<file path="src/rtl/mem_wb_skid.sv">
// MEM/WB pipeline register with a one-entry skid buffer.
// Latency: an accepted entry reaches the outputs one cycle later.
// Backpressure: in_ready is registered and drops while the skid holds an entry.
//
// Ports:
//   clk, rst          single clock; synchronous active-high reset
//   flush             drops every held entry (and any entry accepted that cycle)
//   in_valid/in_ready MEM-side handshake; payload alu_in, mem_in, waddr_in,
//                     jal_in, memtoReg_in, wen_in, pc_in
//   out_valid/out_ready WB-side handshake; payload *_out driven from the main register
// Optional feature (macro MEM_WB_FWD_EN): fwd_valid, fwd_addr, fwd_data expose
//   the value the main-register entry will write back, for operand forwarding.
module mem_wb_skid #(
  parameter int DSIZE = 32,
  parameter int ASIZE = 5,
  parameter int ISIZE = 32
) (
  input  logic             clk,
  input  logic             rst,
  input  logic             flush,
  input  logic             in_valid,
  output logic             in_ready,
  input  logic [DSIZE-1:0] alu_in,
  input  logic [DSIZE-1:0] mem_in,
  input  logic [ASIZE-1:0] waddr_in,
  input  logic             jal_in,
  input  logic             memtoReg_in,
  input  logic             wen_in,
  input  logic [ISIZE-1:0] pc_in,
  output logic             out_valid,
  input  logic             out_ready,
  output logic [DSIZE-1:0] alu_out,
  output logic [DSIZE-1:0] mem_out,
  output logic [ASIZE-1:0] waddr_out,
  output logic             jal_out,
  output logic             memtoReg_out,
  output logic             wen_out,
  output logic [ISIZE-1:0] pc_out
`ifdef MEM_WB_FWD_EN
  ,
  output logic             fwd_valid,
  output logic [ASIZE-1:0] fwd_addr,
  output logic [DSIZE-1:0] fwd_data
`endif
);

  typedef struct packed {
    logic [DSIZE-1:0] alu;
    logic [DSIZE-1:0] mem;
    logic [ASIZE-1:0] waddr;
    logic             jal;
    logic             mem_to_reg;
    logic             wen;
    logic [ISIZE-1:0] pc;
  } entry_t;

  // The state encodes both valid bits: main valid = ONE|FULL, skid valid = FULL.
  typedef enum logic [1:0] {
    EMPTY = 2'd0,
    ONE   = 2'd1,
    FULL  = 2'd2
  } state_t;

  state_t state, state_nxt;
  entry_t main_q, main_d;
  entry_t skid_q, skid_d;
  entry_t in_ent;
  logic   in_ready_q;
  logic   main_vld;
  logic   in_fire;
  logic   out_fire;

  assign in_ent = '{alu: alu_in, mem: mem_in, waddr: waddr_in, jal: jal_in,
                    mem_to_reg: memtoReg_in, wen: wen_in, pc: pc_in};

  assign main_vld = (state == ONE) || (state == FULL);
  assign in_fire  = in_valid && in_ready_q;
  assign out_fire = main_vld && out_ready;

  always_comb begin
    state_nxt = state;
    main_d    = main_q;
    skid_d    = skid_q;
    if (flush) begin
      // Flush overrides both handshakes; wen is cleared so an empty main
      // register never looks like a pending write.
      state_nxt  = EMPTY;
      main_d.wen = 1'b0;
    end else begin
      case (state)
        EMPTY: begin
          if (in_fire) begin
            main_d    = in_ent;
            state_nxt = ONE;
          end
        end
        ONE: begin
          if (in_fire && out_fire) begin
            main_d = in_ent;
          end else if (in_fire) begin
            skid_d    = in_ent;
            state_nxt = FULL;
          end else if (out_fire) begin
            main_d.wen = 1'b0;
            state_nxt  = EMPTY;
          end
        end
        FULL: begin
          // in_ready is low in FULL, so only the output side can move.
          if (out_fire) begin
            main_d    = skid_q;
            state_nxt = ONE;
          end
        end
        default: begin
          main_d.wen = 1'b0;
          state_nxt  = EMPTY;
        end
      endcase
    end
  end

  always_ff @(posedge clk) begin
    if (rst) begin
      state      <= EMPTY;
      main_q     <= '0;
      skid_q     <= '0;
      in_ready_q <= 1'b1;
    end else begin
      state      <= state_nxt;
      main_q     <= main_d;
      skid_q     <= skid_d;
      // Registered copy of "skid empty next cycle".
      in_ready_q <= (state_nxt != FULL);
    end
  end

  assign in_ready     = in_ready_q;
  assign out_valid    = main_vld;
  assign alu_out      = main_q.alu;
  assign mem_out      = main_q.mem;
  assign waddr_out    = main_q.waddr;
  assign jal_out      = main_q.jal;
  assign memtoReg_out = main_q.mem_to_reg;
  assign wen_out      = main_q.wen;
  assign pc_out       = main_q.pc;

`ifdef MEM_WB_FWD_EN
  logic [DSIZE-1:0] pc_ext;

  // Link PC is zero-extended or truncated to the data width.
  generate
    if (ISIZE >= DSIZE) begin : g_pc_trunc
      assign pc_ext = main_q.pc[DSIZE-1:0];
    end else begin : g_pc_zext
      assign pc_ext = {{(DSIZE-ISIZE){1'b0}}, main_q.pc};
    end
  endgenerate

  assign fwd_valid = main_vld && main_q.wen;
  assign fwd_addr  = main_q.waddr;
  assign fwd_data  = main_q.jal        ? pc_ext :
                     main_q.mem_to_reg ? main_q.mem : main_q.alu;
`endif

endmodule

</file>
<file path="config.mk">
export PLATFORM = sky130hd
export DESIGN_NAME = mem_wb_skid
export DESIGN_NICKNAME = d
export VERILOG_FILES = /design/src/rtl/mem_wb_skid.sv
export SDC_FILE = /design/constraint.sdc
export NUM_CORES = 1
export LEC_CHECK = 0
export ABC_AREA = 1
export CORE_ASPECT_RATIO = 1.4
export CORE_MARGIN = 1.5
export CORE_UTILIZATION = 50
export CTS_BUF_LIST = sky130_fd_sc_hd__clkbuf_16
export CTS_CLUSTER_DIAMETER = 100
export CTS_CLUSTER_SIZE = 16
export DETAILED_ROUTE_END_ITERATION = 8
export PLACE_DENSITY = 0.8
export SYNTH_ARGS = -nofsm -noshare
export SYNTH_HDL_FRONTEND = slang
export SYNTH_SLANG_ARGS = --single-unit
</file>
<file path="constraint.sdc">
create_clock -name clk -period 2.1 [get_ports clk]
set_input_delay 0.42 -clock clk [delete_from_list [all_inputs] [get_ports clk]]
set_output_delay 0.42 -clock clk [all_outputs]
set_load 0.01 [all_outputs]
</file>
* After elaboration in Yosys (flattened, before gate mapping)
Index checks and enable logic that the tools add are counted.
** Operators by class
- Reductions and logical operators :: 10
- Bitwise logic cells :: 2
- Equality and inequality tests :: 8
- Multiplexer cells :: 17
** Operators with widths (number)
- 71-bit case mux with 3 select lines :: 1
- 104-bit 2-to-1 mux :: 2
- 32-bit case mux with 3 select lines :: 1
- 71-bit 2-to-1 mux :: 1
- 32-bit 2-to-1 mux :: 1
- 2-bit 2-to-1 mux :: 6
- 4-bit AND reduction :: 2
- 2-bit != test (second input constant) :: 3
- 3-bit by 2-bit != test with 1-bit output (second input constant) :: 2
- 2-bit case mux with 3 select lines :: 1
- 5-bit AND reduction :: 1
- 1-bit logical AND :: 3
- 1-bit 2-to-1 mux :: 3
- 1-bit case mux with 3 select lines :: 1
- 3-bit nonzero test :: 1
- 2-bit by 1-bit equality test with 1-bit output (second input constant) :: 1
- 2-bit equality test (second input constant) :: 1
- 2-bit logical NOT :: 1
- 2-bit by 1-bit != test with 1-bit output (second input constant) :: 1
- 1-bit NOT :: 2
- 2-bit OR reduction :: 1
- 1-bit logical OR :: 1
** Storage, ports and cells
- Output and inout port bits :: 106
- Flip-flop bits (word level) :: 211
- Word-level logic and storage cells :: 53
- Input bits :: 109

* Longest topological paths before layout
- Word-level depth :: 9
- Mapped depth :: 11
- Depth with buffers taken out :: 10

* Worst setup path after synthesis
No wires, ideal clock.
- Path kind :: reg-to-reg
- From :: register state[0]
- To :: register skid_q[100] in the netlist's numbering
- Arrival :: 1720 ps
- Cell stages (with the launch flop) :: 11
- Clock period less this slack :: 1836 ps
- Data required time :: 1984 ps
- Path slack :: 264 ps
- Path buffers :: 2
- Library setup time :: 116 ps
- Cells stage by stage :: dfxtp_1 > inv_1 > ha_1 > nand2_2 > nand2_1 > nor3_4 > inv_2 > buf_2 > buf_2 > nor2_1 > nor2_1
** On the way
- Word-level cells in the longest chain between the ends :: 6
- Elaborated cells between the ends (all ways) :: 7
- Those cells by class :: eq/ne (2); bitwise (1); reduce/logical (4)
** Ends and longest elaborated chain
- start: declaration :: line 64 : state_t state, state_nxt;
- start signal: assignment :: line 130 : state <= state_nxt;
- 2-bit by 1-bit equality test with 1-bit output or 2-bit equality test (tied branches) :: line 76 : assign main_vld = (state == ONE) || (state == FULL);
- 1-bit logical OR * :: line 76
- named net out_valid :: line 30 : output logic out_valid,
- 1-bit logical AND * :: line 78 : assign out_fire = main_vld && out_ready;
- 1-bit logical AND * :: line 98 : if (in_fire && out_fire) begin
- 1-bit NOT (no source line) *
- 4-bit AND reduction (no source line) *
- end signal: assignment :: line 132 : skid_q <= skid_d;
- end: declaration :: line 66 : entry_t skid_q, skid_d;
Mark *: on every way through the listed nets, which the timed path passes. The rest lies on a longest branch.
A chain may end at the register's enable or synchronous reset.

* Worst setup path after layout
- From :: register state[0]
- To :: output port out_valid
** On the way
- Word-level cells in the longest chain between the ends :: 2
- Elaborated cells between the ends (all ways) :: 3
- Those cells by class :: eq/ne (2); reduce/logical (1)
** Ends and longest elaborated chain (line)
- 2-bit by 1-bit equality test with 1-bit output or 2-bit equality test (tied branches) :: 76
- 1-bit logical OR * :: 76
- end: declaration :: 30
Every way passes the cells marked *; elsewhere a longest branch is shown, timed or not.

==> results.sh <==
export IMPL_status="complete, no violations"
export IMPL_grt_pass1_vias=8581
export IMPL_fp_dieW_microns=117
export IMPL_synth_distinct_cells=21
export IMPL_antenna_found_initial=2
export IMPL_ys_warn_count=0
export IMPL_netSwitchingPower_w=0.00210
export IMPL_slew_limit_headroom_pct=51.1
export IMPL_port_buffers=214
export IMPL_syn_instance_count=1306
export IMPL_power_leakage_nw=5.00
export IMPL_layout_commonest_cell="nand2_1"
export IMPL_skew_ps=15.0
export IMPL_p_sw_share_pct=25.2
export IMPL_ir_drop_mv=0.905
export IMPL_avgSynthCellArea_sq_um=6.91
export IMPL_ys_seq_area_share_pct=46.8
export IMPL_start_kind="flop"
export IMPL_fin_nets=1570
export IMPL_p_total_w=0.00831
export IMPL_cts_htree_levels=1
export IMPL_grt_max_degree=74
export IMPL_seq_power_share_pct=51.1
export IMPL_post_drt_wl_per_cell_microns=15.5
export IMPL_cts_sinks=211
export IMPL_io_pins=215
export IMPL_power_density_nw_per_um2=699
export IMPL_worstMarginPinSlew_ps=734
export IMPL_area_growth_synth_to_final_pct=31.7
export IMPL_num_rows=57
export IMPL_globalplace_congestion=0.818
export IMPL_cp_arrival_ps=1580
export IMPL_path_clk_slew_ps=70
export IMPL_fin_crit_ps=2000
export IMPL_via_count=9337
export IMPL_grt_pass1_wl_microns=42000
export IMPL_cts_buffer_depth=3
export IMPL_cts_tree="built"
export IMPL_most_common_layout_cells="425 x nand2_1, 212 x nor2_1, 212 x clkdlybuf4s50_1, 210 x dfxtp_1, 106 x o21ai_0"
export IMPL_holdWs_ps=364
export IMPL_finalCritPeriodShare_pct=95.3
export IMPL_finalSetupViolCount=0
export IMPL_post_cts_buffers=0
export IMPL_dp_cells=1674
export IMPL_p_int_w=0.00621
export IMPL_fin_util_pct=67.8
export IMPL_cts_root_buf="clkbuf_16"
export IMPL_synth_fp_nets=1419
export IMPL_start_util_pct=51.4
export IMPL_core_sq_um=17500
export IMPL_cp_end_kind="primary output"
export IMPL_drc=0
export IMPL_dr_pass1_iters=6
export IMPL_cp_max_fo=6
export IMPL_viasPerCell=5.51
export IMPL_totalWireLength_microns=26300
export IMPL_ctsResizeCount=2
export IMPL_syn_area_sq_um=9030
export IMPL_critPathKind="flop to primary output"
export IMPL_p_clk_share_pct=34.3
export IMPL_worst_skew_pair_late_latency_ps=470
export IMPL_combinationalPowerShare_pct=14.5
export IMPL_die_h_microns=162
export IMPL_grt_use_total_pct=27.2
export IMPL_cap_violations=0
export IMPL_ctsHoldBuffers=0
export IMPL_post_dp_hpwl_microns=16100
export IMPL_slew_viol_final=0
export IMPL_hold_viol=0
export IMPL_required_ps=1680
export IMPL_fin_cells=1695
export IMPL_grt_remaining_overflow=0
export IMPL_synth_seq_cells=211
export IMPL_drive_above_1_share_pct=4.39
export IMPL_fillers=1527
export IMPL_hold_class="input pin to flop"
export IMPL_ant_nets=0
export IMPL_dieArea_sq_um=18900
export IMPL_max_freq_mhz=500
export IMPL_cts_buffers=17
export IMPL_drt_iter0_drc=780
[cells in the mapped netlist]
cell type	count	share of area, %
nand3_2	1	0.11
nor3_1	1	0.055
o21ai_0	106	5.9
nand3_1	7	0.39
or2_2	1	0.069
inv_2	4	0.17
nor2_1	212	8.8
nor3_4	1	0.18
buf_2	61	3.4
inv_1	7	0.29
nand2_1	425	18
clkbuf_1	48	2.0
nor2_2	1	0.069
dfxtp_1	211	47
o211ai_1	1	0.083
ha_1	4	0.55
nand4_1	103	7.1
buf_4	3	0.25
and2_1	1	0.069
a21oi_1	105	5.8
nand2_2	3	0.21
[path summary, 6_finish.rpt]
| check | to | startpoint | slack (ps) | cells past startpoint |
|---|---|---|---|---|
| setup reg to reg | mem_out[8] | state[0] | 130 | 10 |
| setup / recovery | out_valid | state[0] | 100 | 3 |
| hold reg to reg | waddr_out[1] | waddr_out[1] | 460 | 2 |
| hold / removal | mem_out[28] | rst | 360 | 2 |
[sequential cells by signal (all words and copies together), names as in the netlist]
register / flops
skid_q: 104
pc_out: 32
waddr_out: 5
jal_out: 1
memtoReg_out: 1
state: 2
in_ready: 1
wen_out: 1
alu_out: 32
mem_out: 32
[cell type report]
class	count	area, sq um	area share, %
Sequential cell	211	4230	35.5
Clock inverter	2	25.0	0.210
Clock buffer	17	425	3.58
Multi-Input combinational cell	972	4280	36.0
Antenna cell	2	5.00	0.0421
Tap cell	236	295	2.48
Inverter	11	45.0	0.379
Timing Repair Buffer	244	2590	21.8
[power groups by stage]
stage	logic, W	clock network, W	registers (W)
2_1_floorplan	0.000510	0	0.00437
3_5_place_dp	0.00119	0	0.00434
5_1_grt	0.00131	0.00306	0.00426
4_1_cts	0.00120	0.00289	0.00425
6_report	0.00120	0.00285	0.00425
3_3_place_gp	0.00118	0	0.00433
[cell families after synthesis]
family / share of synthesized area, %
DFF: 46.8
adders and majority gates: 0.554
AOI/OAI and AO/OA: 11.8
and+or+nand+nor: 34.8
buffers and inverters: 6.09
[metal layers]
metal	global-route usage, %	share of wire [%]	up-vias
met5	0	0	-
met4	12.2	3.8	0
met3	2.95	6.4	61
met2	46.3	49	417
met1	34.4	41	4303
li1	-	-	4556
[critical path: stages, from the launching register on]
cell and delay [ps]:
dfxtp_2 380, inv_1 100, ha_1 330, dlygate4sd2_1 310
[through the flow]
stage | setup slack, ps | TNS (ps) | cell area, sq um
floorplan | 264 | 0 | 9030
global placement | 56.9 | 0 | 11400
detailed placement | -24.6 | -81.4 | 11400
CTS | 71.2 | 0 | 11900
global route | -11.9 | -14.9 | 11900
finish | 99.4 | 0 | 11900
(Power assumes the default switching activity.)
